===== src/rtl/interrupt_pkg.sv =====
// Shared interrupt definitions: mcause codes, request FSM states and the
// fixed-priority cause selector used by the machine interrupt unit.
package interrupt_pkg;

    localparam logic [3:0] MsiCause = 4'd3;
    localparam logic [3:0] MtiCause = 4'd7;
    localparam logic [3:0] MeiCause = 4'd11;

    typedef enum logic [1:0] {
        Idle  = 2'd0,
        Req   = 2'd1,
        Acked = 2'd2
    } irq_state_t;

    // pend is ordered {MEI, MSI, MTI}; external beats software beats timer.
    function automatic logic [3:0] prio_cause(input logic [2:0] pend);
        logic [3:0] cause;
        cause = MtiCause;
        if (pend[2]) begin
            cause = MeiCause;
        end else if (pend[1]) begin
            cause = MsiCause;
        end
        return cause;
    endfunction

endpackage


===== src/rtl/sync_flop_chain.sv =====
// Multi-flop synchronizer bringing an asynchronous level into the clock domain.
// Output appears STAGES rising edges after the input is first sampled.
module sync_flop_chain #(
    parameter int STAGES = 2
) (
    input  logic clk_i,
    input  logic rst_ni,
    input  logic d_i,
    output logic q_o
);

    logic [STAGES-1:0] sync_q;

    always_ff @(posedge clk_i or negedge rst_ni) begin
        if (!rst_ni) begin
            sync_q <= '0;
        end else begin
            sync_q <= {sync_q[STAGES-2:0], d_i};
        end
    end

    assign q_o = sync_q[STAGES-1];

endmodule


===== src/rtl/clint_irq_unit.sv =====
// Machine interrupt unit: registers MSIP/MTIP/MEIP, masks them with mie and
// mstatus.MIE, and offers one prioritized request to the core via req/ack.
module clint_irq_unit
    import interrupt_pkg::*;
#(
    parameter int DATA_SIZE   = 32,
    parameter int SYNC_STAGES = 2
) (
    input  logic                 clock,
    input  logic                 reset,
    input  logic [DATA_SIZE-1:0] msip,
    input  logic [63:0]          mtime,
    input  logic [63:0]          mtimecmp,
    input  logic                 ext_irq,
    input  logic                 mie_msie,
    input  logic                 mie_mtie,
    input  logic                 mie_meie,
    input  logic                 mstatus_mie,
    input  logic                 irq_ack,
    output logic                 mip_msip,
    output logic                 mip_mtip,
    output logic                 mip_meip,
    output logic                 irq_req,
    output logic [3:0]           irq_cause
);

    logic       mip_msip_q;
    logic       hi_gt_q, hi_eq_q, lo_ge_q;
    logic       mip_mtip_q;
    logic       meip_sync;
    logic [2:0] pend;
    irq_state_t state_q, state_d;
    logic [3:0] irq_cause_q, irq_cause_d;

    // Only msip[0] carries the software interrupt.
    logic unused_msip_hi;
    assign unused_msip_hi = ^msip[DATA_SIZE-1:1];

    always_ff @(posedge clock or negedge reset) begin
        if (!reset) begin
            mip_msip_q <= 1'b0;
        end else begin
            mip_msip_q <= msip[0];
        end
    end

    // Split the 64-bit unsigned compare into halves to shorten the path.
    always_ff @(posedge clock or negedge reset) begin
        if (!reset) begin
            hi_gt_q    <= 1'b0;
            hi_eq_q    <= 1'b0;
            lo_ge_q    <= 1'b0;
            mip_mtip_q <= 1'b0;
        end else begin
            hi_gt_q    <= mtime[63:32] >  mtimecmp[63:32];
            hi_eq_q    <= mtime[63:32] == mtimecmp[63:32];
            lo_ge_q    <= mtime[31:0]  >= mtimecmp[31:0];
            mip_mtip_q <= hi_gt_q | (hi_eq_q & lo_ge_q);
        end
    end

    sync_flop_chain #(
        .STAGES(SYNC_STAGES)
    ) u_ext_sync (
        .clk_i (clock),
        .rst_ni(reset),
        .d_i   (ext_irq),
        .q_o   (meip_sync)
    );

    assign pend = {meip_sync  & mie_meie,
                   mip_msip_q & mie_msie,
                   mip_mtip_q & mie_mtie} & {3{mstatus_mie}};

    always_ff @(posedge clock or negedge reset) begin
        if (!reset) begin
            state_q     <= Idle;
            irq_cause_q <= 4'd0;
        end else begin
            state_q     <= state_d;
            irq_cause_q <= irq_cause_d;
        end
    end

    // Cause is captured only on Idle->Req so it stays stable while requesting.
    always_comb begin
        state_d     = state_q;
        irq_cause_d = irq_cause_q;
        case (state_q)
            Idle: begin
                if (|pend) begin
                    state_d     = Req;
                    irq_cause_d = prio_cause(pend);
                end
            end
            Req: begin
                if (irq_ack) begin
                    state_d = Acked;
                end else if (pend == 3'b000) begin
                    state_d = Idle;
                end
            end
            Acked: state_d = Idle;
            default: state_d = Idle;
        endcase
    end

    assign mip_msip  = mip_msip_q;
    assign mip_mtip  = mip_mtip_q;
    assign mip_meip  = meip_sync;
    assign irq_req   = (state_q == Req);
    assign irq_cause = irq_cause_q;

endmodule

===== config.mk =====
export PLATFORM = sky130hd
export DESIGN_NAME = clint_irq_unit
export DESIGN_NICKNAME = d
export VERILOG_FILES = /design/src/rtl/interrupt_pkg.sv /design/src/rtl/sync_flop_chain.sv /design/src/rtl/clint_irq_unit.sv
export SDC_FILE = /design/constraint.sdc
export NUM_CORES = 1
export LEC_CHECK = 0
export BUFFER_PORTS_ARGS = -buffer_cell sky130_fd_sc_hd__buf_2
export CORE_MARGIN = 4
export CORE_UTILIZATION = 42
export CTS_CLUSTER_DIAMETER = 30
export DETAILED_ROUTE_END_ITERATION = 7
export PLACE_DENSITY = 0.88
export SETUP_SLACK_MARGIN = 0.02
export SYNTH_ARGS = -nofsm -noshare
export SYNTH_HDL_FRONTEND = slang
export SYNTH_SLANG_ARGS = --single-unit

===== constraint.sdc =====
create_clock -name clock -period 2 [get_ports clock]
set_clock_uncertainty 0.1 [all_clocks]
set_input_delay 0.3 -clock clock [delete_from_list [all_inputs] [get_ports clock]]
set_output_delay 0.3 -clock clock [all_outputs]
set_load 0.1 [all_outputs]

==> run_results.csv, run 1 <==
group,metric,value,unit
clocking,clkSinkCount,12,
drt,via_count,2235,
worst_setup_path,critPathArrivalTime,1.94,ns
final_layout,fin_nets,630,
power,power_frac_seq,24.6,%
power,combPwrFrac,52.9,%
synthesis,syn-cell-area,0.00199,mm²
drt,drc_errors,0,
drt,dr.first_iter.drc_count,39,
power,p_clk_share,22.5,%
worst_setup_path,cp.required,2.00,ns
clocking,cts_buffer_depth,2,
sta,finalSetupViolations,0,
drt,routed_wl,5.39,mm
final_layout,synthToLayoutAreaGrowth,46.9,%
synthesis,synth_flop_cell,"dfrtp_1",
final_layout,num_antenna_cells,0,
placement,io_buffers,144,
sta,hold-worst-slack,0.0699,ns
synthesis,avgSynthCellArea,8.16,µm²
worst_setup_path,slowest_stage,"a221o_1",
floorplan,die_x,76.8,µm
clocking,numCtsBuffers,3,
drt,viasPerCell,4.98,
power,p_switching,0.419,mW
worst_setup_path,worstPathMaxFanout,2,
synthesis,ys_seq_area_share,15.1,%
job,drv_cap,0,
synthesis,syn_inst,244,
synthesis,synth_seq_cells,12,
sta,timing.final.ws_setup,0.0650,ns
global_routing,first_global_vias,2244,
final_layout,final_cell_count_no_fill,449,
power,switching_share,37.2,%
final_layout,fillers,406,
placement,hpwl,5.11,mm
floorplan,core_area,0.00447,mm²
hold_path,hp-class,"primary input to register",
final_layout,drive_gt1_share,42.1,%
floorplan,rows,24,
synthesis,synth_cell_types,32,
power,power_density,385,mW/mm²
synthesis,synth_edf_count,0,
global_routing,gr-usage-all-layers,17.4,%
sta,slew_headroom,67.1,%
clocking,clk_latency,0.23,ns
clocking,root_buffer,"clkbuf_8",
power,peakVddDrop,243,µV
synthesis,syn-num-nets,476,
worst_setup_path,start_kind,"primary input",
clocking,cts_setup_buffers,0,
clocking,path_clk_slew,0.05,ns
sta,tightestPinTransition,0.497,ns
sta,slew_violations,0,
drt,antenna_left,0,
drt,post_drt_wl_per_cell,12.0,µm
sta,rsz0062_at_grt,"true",
drt,dr.pass1.iters,4,
clocking,cts_tree,"done",
run_status,status,"finished clean",
sta,max_freq,517,MHz
global_routing,overflow,0,
synthesis,yosys_warnings,0,
floorplan,initial_core_util,44.5,%
global_routing,grt_max_degree,13,
placement,placedCellCount,444,
floorplan,die_y,76.8,µm
sta,hold_viol,0,
power,power,1.13,mW
global_routing,grt_first_pass_wirelength,8.70,mm
power,p_int,0.707,mW
placement,dp_worst_setup_slack,-0.200,ns
sta,final.period_utilization,96.7,%
sta,period_needed,1.93,ns
worst_setup_path,end_kind,"register",
clocking,cts_max_level,1,
worst_setup_path,crit_top_cell,"a221o_1",
global_routing,antenna_found_initial,0,
floorplan,io_pins,176,
worst_setup_path,path_class,"primary input to register",
worst_setup_path,path_cells,"buf_2, ha_1, and3_4, a221o_1, a221o_1, a2111oi_4, a21oi_1",
synthesis,ys_async_sr_fraction,100,%
worst_setup_path,slowest_delay,0.35,ns
floorplan,fp.dieArea,0.00591,mm²
placement,routabilityCongestion,0.816,
power,p_leak,1.84,nW
[power by group through the flow]
stage | clock [mW] | combinational, mW | sequential (mW)
6_report | 0.253 | 0.595 | 0.277
5_1_grt | 0.280 | 0.672 | 0.279
4_1_cts | 0.262 | 0.595 | 0.277
3_3_place_gp | 0 | 0.563 | 0.279
2_1_floorplan | 0 | 0.259 | 0.375
3_5_place_dp | 0 | 0.590 | 0.281
[routing by layer]
| metal | track usage [%] | routed length [µm] | up-vias |
|---|---|---|---|
| met4 | 4.53 | 55 | 0 |
| met1 | 16.8 | 1940 | 988 |
| met3 | 5.04 | 444 | 8 |
| li1 | - | - | 1159 |
| met5 | 0 | 0 | - |
| met2 | 35.3 | 2960 | 80 |
[stage by stage]
stage,util (%),area [µm²],TNS [ns]
finish,65.4,2920,0
global route,65.4,2920,0
CTS,64.9,2900,0
detailed placement,63.5,2840,-0.274
global placement,63.5,2840,-0.314
floorplan,-,2020,0
[final timing paths]
kind | from | end | slack [ns] | cells past startpoint
max reg2reg | u_ext_sync.sync_q[1] | irq_cause[3] | 0.52 | 5
min in group asynchronous | reset | irq_cause[1] | 0.36 | 2
min reg2reg | u_ext_sync.sync_q[0] | u_ext_sync.sync_q[1] | 0.26 | 0
max in group asynchronous | reset | u_ext_sync.sync_q[1] | 1.22 | 2
max | mtime[51] | hi_gt_q | 0.07 | 7
min | msip[0] | mip_msip | 0.07 | 1
[flip-flops by register name, indices dropped and copies added, names as in the netlist]
signal,cells
state_q,2
mip_msip,1
hi_gt_q,1
mip_mtip,1
lo_ge_q,1
hi_eq_q,1
u_ext_sync.sync_q,2
irq_cause,3
[cells in the mapped netlist (all sizes together) (2+ instances only)]
master,instances,share of area [%]
a2111oi,3,1.6
a21o,10,3.8
a21oi,21,5.3
a221o,3,1.5
and3,3,1.2
and4,4,1.8
dfrtp,12,15
ha,64,40
inv,65,12
mux2,2,1.1
nand2,8,1.5
nand3,10,2.5
nand4,11,3.5
nor2,4,0.75
nor2b,3,0.94
nor3,2,0.50
o21ai,6,1.5
[layout make-up]
cell class | instances | area [µm²] | share of cell area [%]
well taps | 52 | 65.1 | 2.23
inverters | 65 | 246 | 8.43
repair buffers | 150 | 768 | 26.3
flip-flops and latches | 12 | 303 | 10.4
clock buffers | 4 | 55.1 | 1.88
multi-input cells | 166 | 1490 | 50.8
[placed cells by master, fill, tap and decap left out, types with 2 or more instances in the layout]
cell type	count
mux2_2	2
a21o_1	10
a221o_1	3
dfrtp_2	2
nor2b_1	2
nor3_1	2
nand4_1	11
ha_1	62
a21oi_1	21
o21ai_0	6
inv_1	63
nand3_1	10
and4_1	4
buf_2	144
ha_4	2
nor2_1	4
buf_4	5
dfrtp_1	10
and3_1	2
clkbuf_8	4
nand2_1	8
[what timing repair did]
item,in CTS,in global routing
hold buffers,1,0
hold endpoints to repair,12,0
gates resized for setup,0,4
endpoints found under the setup margin,0,2
[logic make-up after synthesis]
kind of cell               share of synthesized area, %
adders and majority gates                          40.2
and+or+nand+nor                                    13.6
AOI/OAI and AO/OA                                  17.3
DFF                                                15.1
muxes                                              1.13
buffers and inverters                              12.6
[worst max-delay path: cells and delay by family]
kind | cells | cell delay, ns
adders and majority gates | 1 | 0.31
AOI/OAI and AO/OA | 4 | 1.06
buffers and inverters | 1 | 0.10
and+or+nand+nor | 1 | 0.16
Note: power is estimated with default switching activity, not from simulation.
==> inputs of run 2 (changes only) <==
- BUFFER_PORTS_ARGS: -buffer_cell sky130_fd_sc_hd__buf_2 -> -buffer_cell sky130_fd_sc_hd__buf_4
==> run_results.csv, run 2 (synthesis results as in run 1) <==
group,metric,value,unit
sta,rsz0062_at_grt,"true",
job,drv_cap,0,
worst_setup_path,critPathArrivalTime,1.92,ns
sta,slew_violations,0,
global_routing,grt_first_pass_wirelength,9.42,mm
sta,period_needed,1.90,ns
sta,setup_tns,0,ns
clocking,root_buffer,"clkbuf_8",
sta,tightestPinTransition,0.407,ns
worst_setup_path,path_buf_inv,2,
drt,drc_errors,0,
floorplan,io_pins,176,
final_layout,final_cell_count_no_fill,449,
power,power_density,367,mW/mm²
sta,slew_headroom,72.8,%
global_routing,grt_max_degree,13,
clocking,cts_max_level,1,
final_layout,drive_gt1_share,42.1,%
global_routing,first_global_vias,2330,
global_routing,overflow,0,
worst_setup_path,startpoint,"mtimecmp[50]",
clocking,cts_tree,"done",
sta,final.period_utilization,95.2,%
worst_setup_path,r2r_start,"u_ext_sync.sync_q[1]",
run_status,status,"finished clean",
floorplan,core_area,0.00447,mm²
sta,hold-worst-slack,0.0685,ns
drt,via_count,2250,
placement,routabilityCongestion,0.787,
sta,max_freq,525,MHz
final_layout,num_antenna_cells,0,
clocking,cts_buffer_depth,2,
hold_path,hp-class,"primary input to register",
final_layout,layout_commonest_cell,"buf_4",
hold_path,min_from,"msip[0]",
global_routing,gr-usage-all-layers,19.3,%
power,peakVddDrop,238,µV
floorplan,fp.dieArea,0.00591,mm²
clocking,cts_setup_buffers,0,
worst_setup_path,cp.required,2.01,ns
final_layout,fillers,354,
worst_setup_path,worstPathMaxFanout,2,
clocking,clkSinkCount,12,
worst_setup_path,cp_top_family,"compound AO/OA/AOI/OAI gates",
power,p_leak,1.97,nW
worst_setup_path,start_kind,"primary input",
drt,viasPerCell,5.01,
global_routing,antenna_found_initial,0,
sta,timing.final.ws_setup,0.0968,ns
final_layout,fin_nets,630,
worst_setup_path,path_class,"primary input to register",
placement,placedCellCount,444,
drt,dr.first_iter.drc_count,58,
worst_setup_path,end_kind,"register",
final_layout,synthToLayoutAreaGrowth,65.4,%
floorplan,die_y,76.8,µm
sta,hold_viol,0,
floorplan,die_x,76.8,µm
placement,io_buffers,144,
placement,dp_worst_setup_slack,-0.209,ns
drt,post_drt_wl_per_cell,12.8,µm
power,power,1.21,mW
drt,routed_wl,5.75,mm
worst_setup_path,path_cells,"buf_4, inv_2, ha_4, and3_4, a221o_1, a221o_1, a2111oi_4, a21oi_1",
clocking,path_clk_slew,0.05,ns
worst_setup_path,slowest_stage,"a221o_1",
final_layout,layout_common_cells,"149 x buf_4, 63 x inv_1, 61 x ha_1",
placement,hpwl,5.36,mm
final_layout,largest_register_ff_count,3,
clocking,numCtsBuffers,3,
worst_setup_path,slowest_delay,0.35,ns
floorplan,initial_core_util,44.5,%
worst_setup_path,crit_top_cell,"a221o_1",
sta,finalSetupViolations,0,
drt,dr.pass1.iters,4,
drt,antenna_left,0,
floorplan,rows,24,
clocking,clk_latency,0.24,ns
## run 2: changes by cell type in the layout (fill, tap and decap cells not counted)
cell and delta:
ha_1 -1, a2111oi_1 +1, buf_4 +144, ha_4 +1, a2111oi_2 -1, buf_2 -144
## run 2: stage by stage
step | utilization [%] | instance area [µm²]
finish | 73.6 | 3290
global route | 73.6 | 3290
CTS | 73.0 | 3260
detailed placement | 71.5 | 3200
global placement | 71.5 | 3200
floorplan | - | 2020
## run 2: where the power goes
group | switching (mW) | internal, mW
clock | 0.0869 | 0.174
sequential | 0.0109 | 0.266
combinational | 0.324 | 0.347
## run 2: final timing paths
| kind | endpoint | slack (ns) | cells after the start |
|---|---|---|---|
| worst max register to register | irq_cause[2] | 0.50 | 5 |
| min in group asynchronous | irq_cause[1] | 0.35 | 2 |
| max in group asynchronous | mip_msip | 1.29 | 2 |
| worst max-delay path | hi_gt_q | 0.1 | 8 |
| worst min register to register | u_ext_sync.sync_q[1] | 0.25 | 0 |
| worst min-delay path | mip_msip | 0.07 | 1 |
## run 2: per-layer routing
metal | GRT usage [%] | up-vias | part of all wire, %
met5 | 0 | - | 0
met2 | 37.4 | 91 | 53
met1 | 19.3 | 984 | 35
met3 | 5.74 | 14 | 9.0
li1 | - | 1161 | -
met4 | 6.52 | 0 | 2.4
## run 2: repair_timing
item / 4_1_cts / 5_1_grt
setup endpoints to repair: 0 / 2
hold endpoints to repair: 12 / 0
gates resized for setup: 0 / 4
hold buffers: 1 / 0
## run 2: final cells by class
| class | instances | area [µm²] | area share [%] |
|---|---|---|---|
| multi-input combinational | 166 | 1490 | 45.4 |
| timing repair buffer | 150 | 1130 | 34.3 |
| sequential | 12 | 303 | 9.20 |
| inverter | 65 | 246 | 7.49 |
| tap | 52 | 65.1 | 1.98 |
| clock buffer | 4 | 55.1 | 1.67 |
